**config.mk**
```make
export PLATFORM = sky130hd
export DESIGN_NAME = c4_board_engine
export DESIGN_NICKNAME = d
export VERILOG_FILES = /design/src/rtl/c4_board_engine.sv
export SDC_FILE = /design/constraint.sdc
export NUM_CORES = 1
export LEC_CHECK = 0
export CAP_MARGIN = 15
export CORE_MARGIN = 10
export CORE_UTILIZATION = 60
export DETAILED_ROUTE_END_ITERATION = 10
export HOLD_SLACK_MARGIN = 0.15
export PLACE_DENSITY = 0.77
export SLEW_MARGIN = 25
export SYNTH_ARGS = -nofsm -noshare
export SYNTH_HDL_FRONTEND = slang
export SYNTH_SLANG_ARGS = --single-unit
```
**constraint.sdc**
```tcl
create_clock -name CLOCK_50 -period 8.6 [get_ports CLOCK_50]
set_input_delay 1.29 -clock CLOCK_50 [delete_from_list [all_inputs] [get_ports CLOCK_50]]
set_output_delay 1.29 -clock CLOCK_50 [all_outputs]
set_load 0.05 [all_outputs]
```
**src/rtl/c4_board_engine.sv**
```systemverilog
`default_nettype none
// +----------------------------------------------------------------------------+
// | Module  : c4_board_engine                                                  |
// | Brief   : Connect Four board store and rules engine. Gravity drop of one   |
// |           piece per request, exhaustive four-in-a-row scan per request,    |
// |           and a registered cell-read port for the display.                 |
// | Revision: 1.0 - initial release                                            |
// +----------------------------------------------------------------------------+
module c4_board_engine #(
   parameter int ROWS = 6,   // row 0 is the bottom row, ROWS <= 8
   parameter int COLS = 7    // column 0 is leftmost, COLS <= 8
) (
   input  logic       CLOCK_50,
   input  logic       reset,
   input  logic       drop_a_piece,
   input  logic [2:0] col,
   input  logic       turn,
   input  logic       check_for_winner,
   output logic       done_drop_piece,
   output logic       drop_ok,
   output logic       done_check_winner,
   output logic       winner,
   output logic       board_full,
   input  logic [2:0] rd_row,
   input  logic [2:0] rd_col,
   output logic [1:0] rd_cell
);

   localparam int RW = (ROWS > 1) ? $clog2(ROWS) : 1;
   localparam int CW = (COLS > 1) ? $clog2(COLS) : 1;
   localparam logic [3:0]        COLS_U   = 4'(COLS);
   localparam logic [2:0]        ROW_LAST = 3'(ROWS - 1);
   localparam logic [2:0]        COL_LAST = 3'(COLS - 1);
   localparam logic signed [4:0] ROWS_S   = 5'(ROWS);
   localparam logic signed [4:0] COLS_S   = 5'(COLS);

   typedef enum logic [2:0] {
      S_IDLE      = 3'd0,
      S_DROP_SCAN = 3'd1,
      S_DROP_DONE = 3'd2,
      S_WIN_SCAN  = 3'd3,
      S_WIN_DONE  = 3'd4
   } state_t;

   state_t     state_q, state_d;
   logic       drop_prev_q, check_prev_q;
   logic [2:0] col_q, col_d;
   logic       turn_q, turn_d;
   logic [2:0] row_q, row_d;
   logic [2:0] scan_r_q, scan_r_d;
   logic [2:0] scan_c_q, scan_c_d;
   logic [1:0] dir_q, dir_d;
   logic       done_drop_q, done_drop_d;
   logic       drop_ok_q, drop_ok_d;
   logic       done_check_q, done_check_d;
   logic       winner_q, winner_d;
   logic [1:0] rd_cell_q;
   logic [1:0] board_q [ROWS][COLS];

   logic              w_drop_start, w_check_start;
   logic              w_wr_en;
   logic [1:0]        w_wr_code;
   logic [1:0]        w_drop_cell;
   logic              w_pair_hit, w_scan_last;
   logic signed [4:0] w_dr, w_dc, w_r0, w_c0;
   logic [1:0]        w_p0, w_p1, w_p2, w_p3;

   // Bounds-checked cell lookup; anything off the grid reads as empty, so a
   // line running off any edge can never match a real piece.
   function automatic logic [1:0] cell_at(input logic signed [4:0] r,
                                          input logic signed [4:0] c);
      logic [1:0] v;
      v = 2'b00;
      if ((r >= 5'sd0) && (r < ROWS_S) && (c >= 5'sd0) && (c < COLS_S))
         v = board_q[r[RW-1:0]][c[CW-1:0]];
      return v;
   endfunction

   assign w_drop_start  = drop_a_piece & ~drop_prev_q;
   assign w_check_start = check_for_winner & ~check_prev_q;
   assign w_drop_cell   = cell_at(signed'({2'b00, row_q}), signed'({2'b00, col_q}));
   assign w_wr_code     = turn_q ? 2'b10 : 2'b01;
   assign w_scan_last   = (scan_r_q == ROW_LAST) && (scan_c_q == COL_LAST) && (dir_q == 2'd3);

   // Evaluate the current (cell, direction) pair of the win scan.
   always_comb begin
      w_dr = 5'sd0;
      w_dc = 5'sd1;
      case (dir_q)
         2'd0:    begin w_dr = 5'sd0; w_dc = 5'sd1;  end
         2'd1:    begin w_dr = 5'sd1; w_dc = 5'sd0;  end
         2'd2:    begin w_dr = 5'sd1; w_dc = 5'sd1;  end
         default: begin w_dr = 5'sd1; w_dc = -5'sd1; end
      endcase
      w_r0 = signed'({2'b00, scan_r_q});
      w_c0 = signed'({2'b00, scan_c_q});
      w_p0 = cell_at(w_r0, w_c0);
      w_p1 = cell_at(w_r0 + w_dr, w_c0 + w_dc);
      w_p2 = cell_at(w_r0 + w_dr + w_dr, w_c0 + w_dc + w_dc);
      w_p3 = cell_at(w_r0 + w_dr + w_dr + w_dr, w_c0 + w_dc + w_dc + w_dc);
      w_pair_hit = (w_p0 != 2'b00) && (w_p0 == w_p1) && (w_p0 == w_p2) && (w_p0 == w_p3);
   end

   // Next-state and handshake logic for drop and win-scan operations.
   always_comb begin
      state_d      = state_q;
      col_d        = col_q;
      turn_d       = turn_q;
      row_d        = row_q;
      scan_r_d     = scan_r_q;
      scan_c_d     = scan_c_q;
      dir_d        = dir_q;
      done_drop_d  = done_drop_q;
      drop_ok_d    = drop_ok_q;
      done_check_d = done_check_q;
      winner_d     = winner_q;
      w_wr_en      = 1'b0;
      case (state_q)
         S_IDLE: begin
            // A simultaneous check request is dropped; drop has priority.
            if (w_drop_start) begin
               col_d     = col;
               turn_d    = turn;
               row_d     = 3'd0;
               drop_ok_d = 1'b0;
               state_d   = S_DROP_SCAN;
            end else if (w_check_start) begin
               winner_d = 1'b0;
               scan_r_d = 3'd0;
               scan_c_d = 3'd0;
               dir_d    = 2'd0;
               state_d  = S_WIN_SCAN;
            end
         end
         S_DROP_SCAN: begin
            if ({1'b0, col_q} >= COLS_U) begin
               drop_ok_d   = 1'b0;
               done_drop_d = 1'b1;
               state_d     = S_DROP_DONE;
            end else if (w_drop_cell == 2'b00) begin
               w_wr_en     = 1'b1;
               drop_ok_d   = 1'b1;
               done_drop_d = 1'b1;
               state_d     = S_DROP_DONE;
            end else if (row_q == ROW_LAST) begin
               drop_ok_d   = 1'b0;
               done_drop_d = 1'b1;
               state_d     = S_DROP_DONE;
            end else begin
               row_d = row_q + 3'd1;
            end
         end
         S_DROP_DONE: begin
            if (!drop_a_piece) begin
               done_drop_d = 1'b0;
               state_d     = S_IDLE;
            end
         end
         S_WIN_SCAN: begin
            if (w_pair_hit) begin
               winner_d     = 1'b1;
               done_check_d = 1'b1;
               state_d      = S_WIN_DONE;
            end else if (w_scan_last) begin
               winner_d     = 1'b0;
               done_check_d = 1'b1;
               state_d      = S_WIN_DONE;
            end else begin
               // Direction varies fastest, then column, then row.
               dir_d = dir_q + 2'd1;
               if (dir_q == 2'd3) begin
                  if (scan_c_q == COL_LAST) begin
                     scan_c_d = 3'd0;
                     scan_r_d = scan_r_q + 3'd1;
                  end else begin
                     scan_c_d = scan_c_q + 3'd1;
                  end
               end
            end
         end
         S_WIN_DONE: begin
            if (!check_for_winner) begin
               done_check_d = 1'b0;
               state_d      = S_IDLE;
            end
         end
         default: state_d = S_IDLE;
      endcase
   end

   // Control and output registers.
   always_ff @(posedge CLOCK_50) begin
      if (reset) begin
         state_q      <= S_IDLE;
         drop_prev_q  <= 1'b0;
         check_prev_q <= 1'b0;
         col_q        <= 3'd0;
         turn_q       <= 1'b0;
         row_q        <= 3'd0;
         scan_r_q     <= 3'd0;
         scan_c_q     <= 3'd0;
         dir_q        <= 2'd0;
         done_drop_q  <= 1'b0;
         drop_ok_q    <= 1'b0;
         done_check_q <= 1'b0;
         winner_q     <= 1'b0;
      end else begin
         state_q      <= state_d;
         drop_prev_q  <= drop_a_piece;
         check_prev_q <= check_for_winner;
         col_q        <= col_d;
         turn_q       <= turn_d;
         row_q        <= row_d;
         scan_r_q     <= scan_r_d;
         scan_c_q     <= scan_c_d;
         dir_q        <= dir_d;
         done_drop_q  <= done_drop_d;
         drop_ok_q    <= drop_ok_d;
         done_check_q <= done_check_d;
         winner_q     <= winner_d;
      end
   end

   // Board storage: cleared on reset, one gravity write per successful drop.
   always_ff @(posedge CLOCK_50) begin
      if (reset) begin
         for (int r = 0; r < ROWS; r++)
            for (int c = 0; c < COLS; c++)
               board_q[r][c] <= 2'b00;
      end else if (w_wr_en) begin
         board_q[row_q[RW-1:0]][col_q[CW-1:0]] <= w_wr_code;
      end
   end

   // Display read port, one cycle of latency, empty when off the grid.
   always_ff @(posedge CLOCK_50) begin
      if (reset)
         rd_cell_q <= 2'b00;
      else
         rd_cell_q <= cell_at(signed'({2'b00, rd_row}), signed'({2'b00, rd_col}));
   end

   // Board is full once every top-row cell holds a piece.
   always_comb begin
      board_full = 1'b1;
      for (int c = 0; c < COLS; c++)
         if (board_q[ROWS-1][c] == 2'b00)
            board_full = 1'b0;
   end

   assign done_drop_piece   = done_drop_q;
   assign drop_ok           = drop_ok_q;
   assign done_check_winner = done_check_q;
   assign winner            = winner_q;
   assign rd_cell           = rd_cell_q;

endmodule
`default_nettype wire

```
==> run metrics <==
status=complete, no violations; Final Hold Viols=0; Syn Nets=1311; max-slew violation count=0; hold depth=2; # hold bufs at CTS=0; CTS Buf Count=17; CTS resizes=0; Inst Count DP=1476; unrepaired setup endpoints after global routing=false; die height=165 um; Unique masters post-synth=85; First DRT Iteration DRCs=2316; worst ir drop on vdd=0.183 mV; Antenna Violating Nets Remaining=0; FF+latch count, synth=144; Reg2Reg Setup Slack=2.21 ns; core area=0.0204 mm^2; clock buffer depth=2; Detail Placement HPWL=29800 um; CTS tree=yes; Tot GR Track Use=31.0%; DRC viols=0; Initial Util=61.6%; sequential element share of the synthesized area=31.8%; Post-CTS Setup Bufs=0; grt ovf=0; P per Cell Area=187 mW/mm^2; Max-cap violations=0; WL/cell=27.8 um; Pleak=4.39 nW; relative slew slack=28.9%; Syn Area/Cell=9.88 um^2; Fmax=156 MHz; Setup Viol. Count Final=0; die width=165 um; largest net degree at the start of global routing=67; clk_lat worst skew=0.44 ns; yosys warns=0; vias per inst=7.64; setup ws final=2.21 ns; fin crit period=6.39 ns; drt pass-1 iters=6; clock skew=0.0181 ns; measured slew at the worst slew-check pin=1.06 ns; setup TNS=0 ns; Overall Power=0.00250 W; antenna violations before repair=0; GPL Wtd Cong=1.04; dominant synthesized flop cell=edfxtp_1; ANT cells=0; Num Clock Sinks=144; pre-CTS WS=2.30 ns; Hold Path Class=flip-flop to flip-flop; vias in the first global route=10900; Fillers=1633; Worst Reg-to-Reg Cells=20; FFs w/ async S/R, synth=0%; final non-filler cell total=1508; Critical Path End Type=flip-flop; EDFF count, synth=112; Synth Instances=1275; critical path startpoint category=flip-flop; vias=11500; Layout Nets=1261; Worst EP required=8.97 ns; Root Driver=clkbuf_16; Arr. time, crit path=6.76 ns; wirelength, routed=42000 um; critical path peak fanout=33; Top-Level Pins=21; Synth Cell Area=0.0126 mm^2; period utilisation layout=74.3%; CTS HTree Levels=4; first-pass GRT wire length=64300 um; WS Path Type=flip-flop to flip-flop; Port Buffers=20; Layout area overhead=6.08%; row count=52; layout cells sized above 1=14.6%; clk slew on worst S/H paths=0.07 ns; die area=0.0272 mm^2
## final cells by class
class                   instances  area, um^2  share of cell area (%)
well taps                     270         338                    2.53
clock buffers                  18         429                    3.21
clock inverters                14         139                    1.04
inverters                      27         101                   0.759
multi-input cells             997        8020                    60.0
repair buffers                 38         328                    2.45
flip-flops and latches        144        4010                    30.0
## synth_stat cells, drive strengths merged, types with 9 or more instances
master / count / area share, %
a211oi: 17 / 1.1
a21o: 31 / 1.8
a21oi: 46 / 1.8
a22oi: 14 / 0.91
a31oi: 11 / 0.55
buf: 38 / 1.8
clkbuf: 69 / 2.1
dfxtp: 32 / 5.1
edfxtp: 112 / 27
ha: 21 / 2.1
inv: 26 / 0.78
mux2i: 80 / 6.4
mux4: 102 / 18
nand2: 134 / 4.0
nand2b: 18 / 0.89
nand3: 50 / 2.0
nand4: 18 / 0.89
nor2: 169 / 5.0
nor2b: 16 / 0.80
nor3: 38 / 1.5
o21ai: 25 / 0.99
o21bai: 15 / 0.89
o22ai: 10 / 0.50
o311ai: 11 / 0.77
o31ai: 9 / 0.54
xnor2: 14 / 1.1
## through the flow
step / hold slack, ns / cell area, um^2 / utilization (%)
2_1_floorplan: 0.498 / 12600 / -
3_3_place_gp: 0.441 / 12800 / 62.6
3_5_place_dp: 0.461 / 12800 / 62.6
4_1_cts: 0.470 / 13400 / 65.4
5_1_grt: 0.504 / 13400 / 65.4
6_report: 0.470 / 13400 / 65.4
## power breakdown
| part | switching [W] | internal (W) |
|---|---|---|
| Sequential | 0.0000729 | 0.000785 |
| Clock | 0.000333 | 0.000385 |
| Combinational | 0.000573 | 0.000347 |
| Total | 0.000979 | 0.00152 |
## layout by cell type, fill, tap and decap left out, drive strengths merged, types with 9 or more instances in the layout
cell type	n
nor3	38
clkbuf	18
inv	35
buf	20
mux2i	80
ha	21
a211oi	17
o311ai	11
nand4	18
a21oi	46
clkdlybuf4s50	18
o21ai	25
nand2	134
mux4	102
nand3	50
o31ai	9
nor2b	16
o21bai	15
edfxtp	112
nand2b	18
dfxtp	32
nor2	169
a21o	31
a22oi	14
xnor2	14
o22ai	10
a31oi	11
## critical path, cell delays in order (launching register included)
cell	delay, ns
dfxtp_1	0.35
inv_1	0.10
ha_1	0.16
inv_1	0.07
ha_1	0.20
ha_2	0.31
buf_4	0.48
ha_1	0.62
ha_1	0.44
xnor2_2	0.42
xnor2_4	0.16
buf_4	0.44
mux2_1	0.37
a221o_1	0.34
o22ai_1	0.29
a211oi_2	0.17
nor4bb_1	0.21
a22oi_2	0.27
a22oi_2	0.20
or4_1	0.53
a21oi_1	0.17
## layer usage
metal	track usage [%]	wire (um)
met5	0	0
met4	14.7	2270
met3	8.86	5870
met2	46.3	18800
met1	40.7	15100
## final timing paths
kind | startpoint | endpoint
max | dir_q[0] | flip-flop
min | winner | winner
max reg2reg | dir_q[0] | flip-flop
min reg2reg | winner | winner
## registers in the layout, indices dropped and copies added, names as in the netlist, 2 cells and up, named ones only
| name | count |
|---|---|
| col_q | 3 |
| scan_r_q | 3 |
| row_q | 3 |
| scan_c_q | 3 |
| dir_q | 2 |
| board_q | 112 |
| state_q | 3 |
| rd_cell | 2 |
## logic make-up after synthesis
group	share of synthesized area, %
buffers and inverters	4.65
and+or+nand+nor	18.1
adders and majority gates	2.25
AOI/OAI and AO/OA	15.3
muxes	25.4
xor gates and xnor gates	2.45
DFF	31.8
Power figures use the tool's default switching activity.
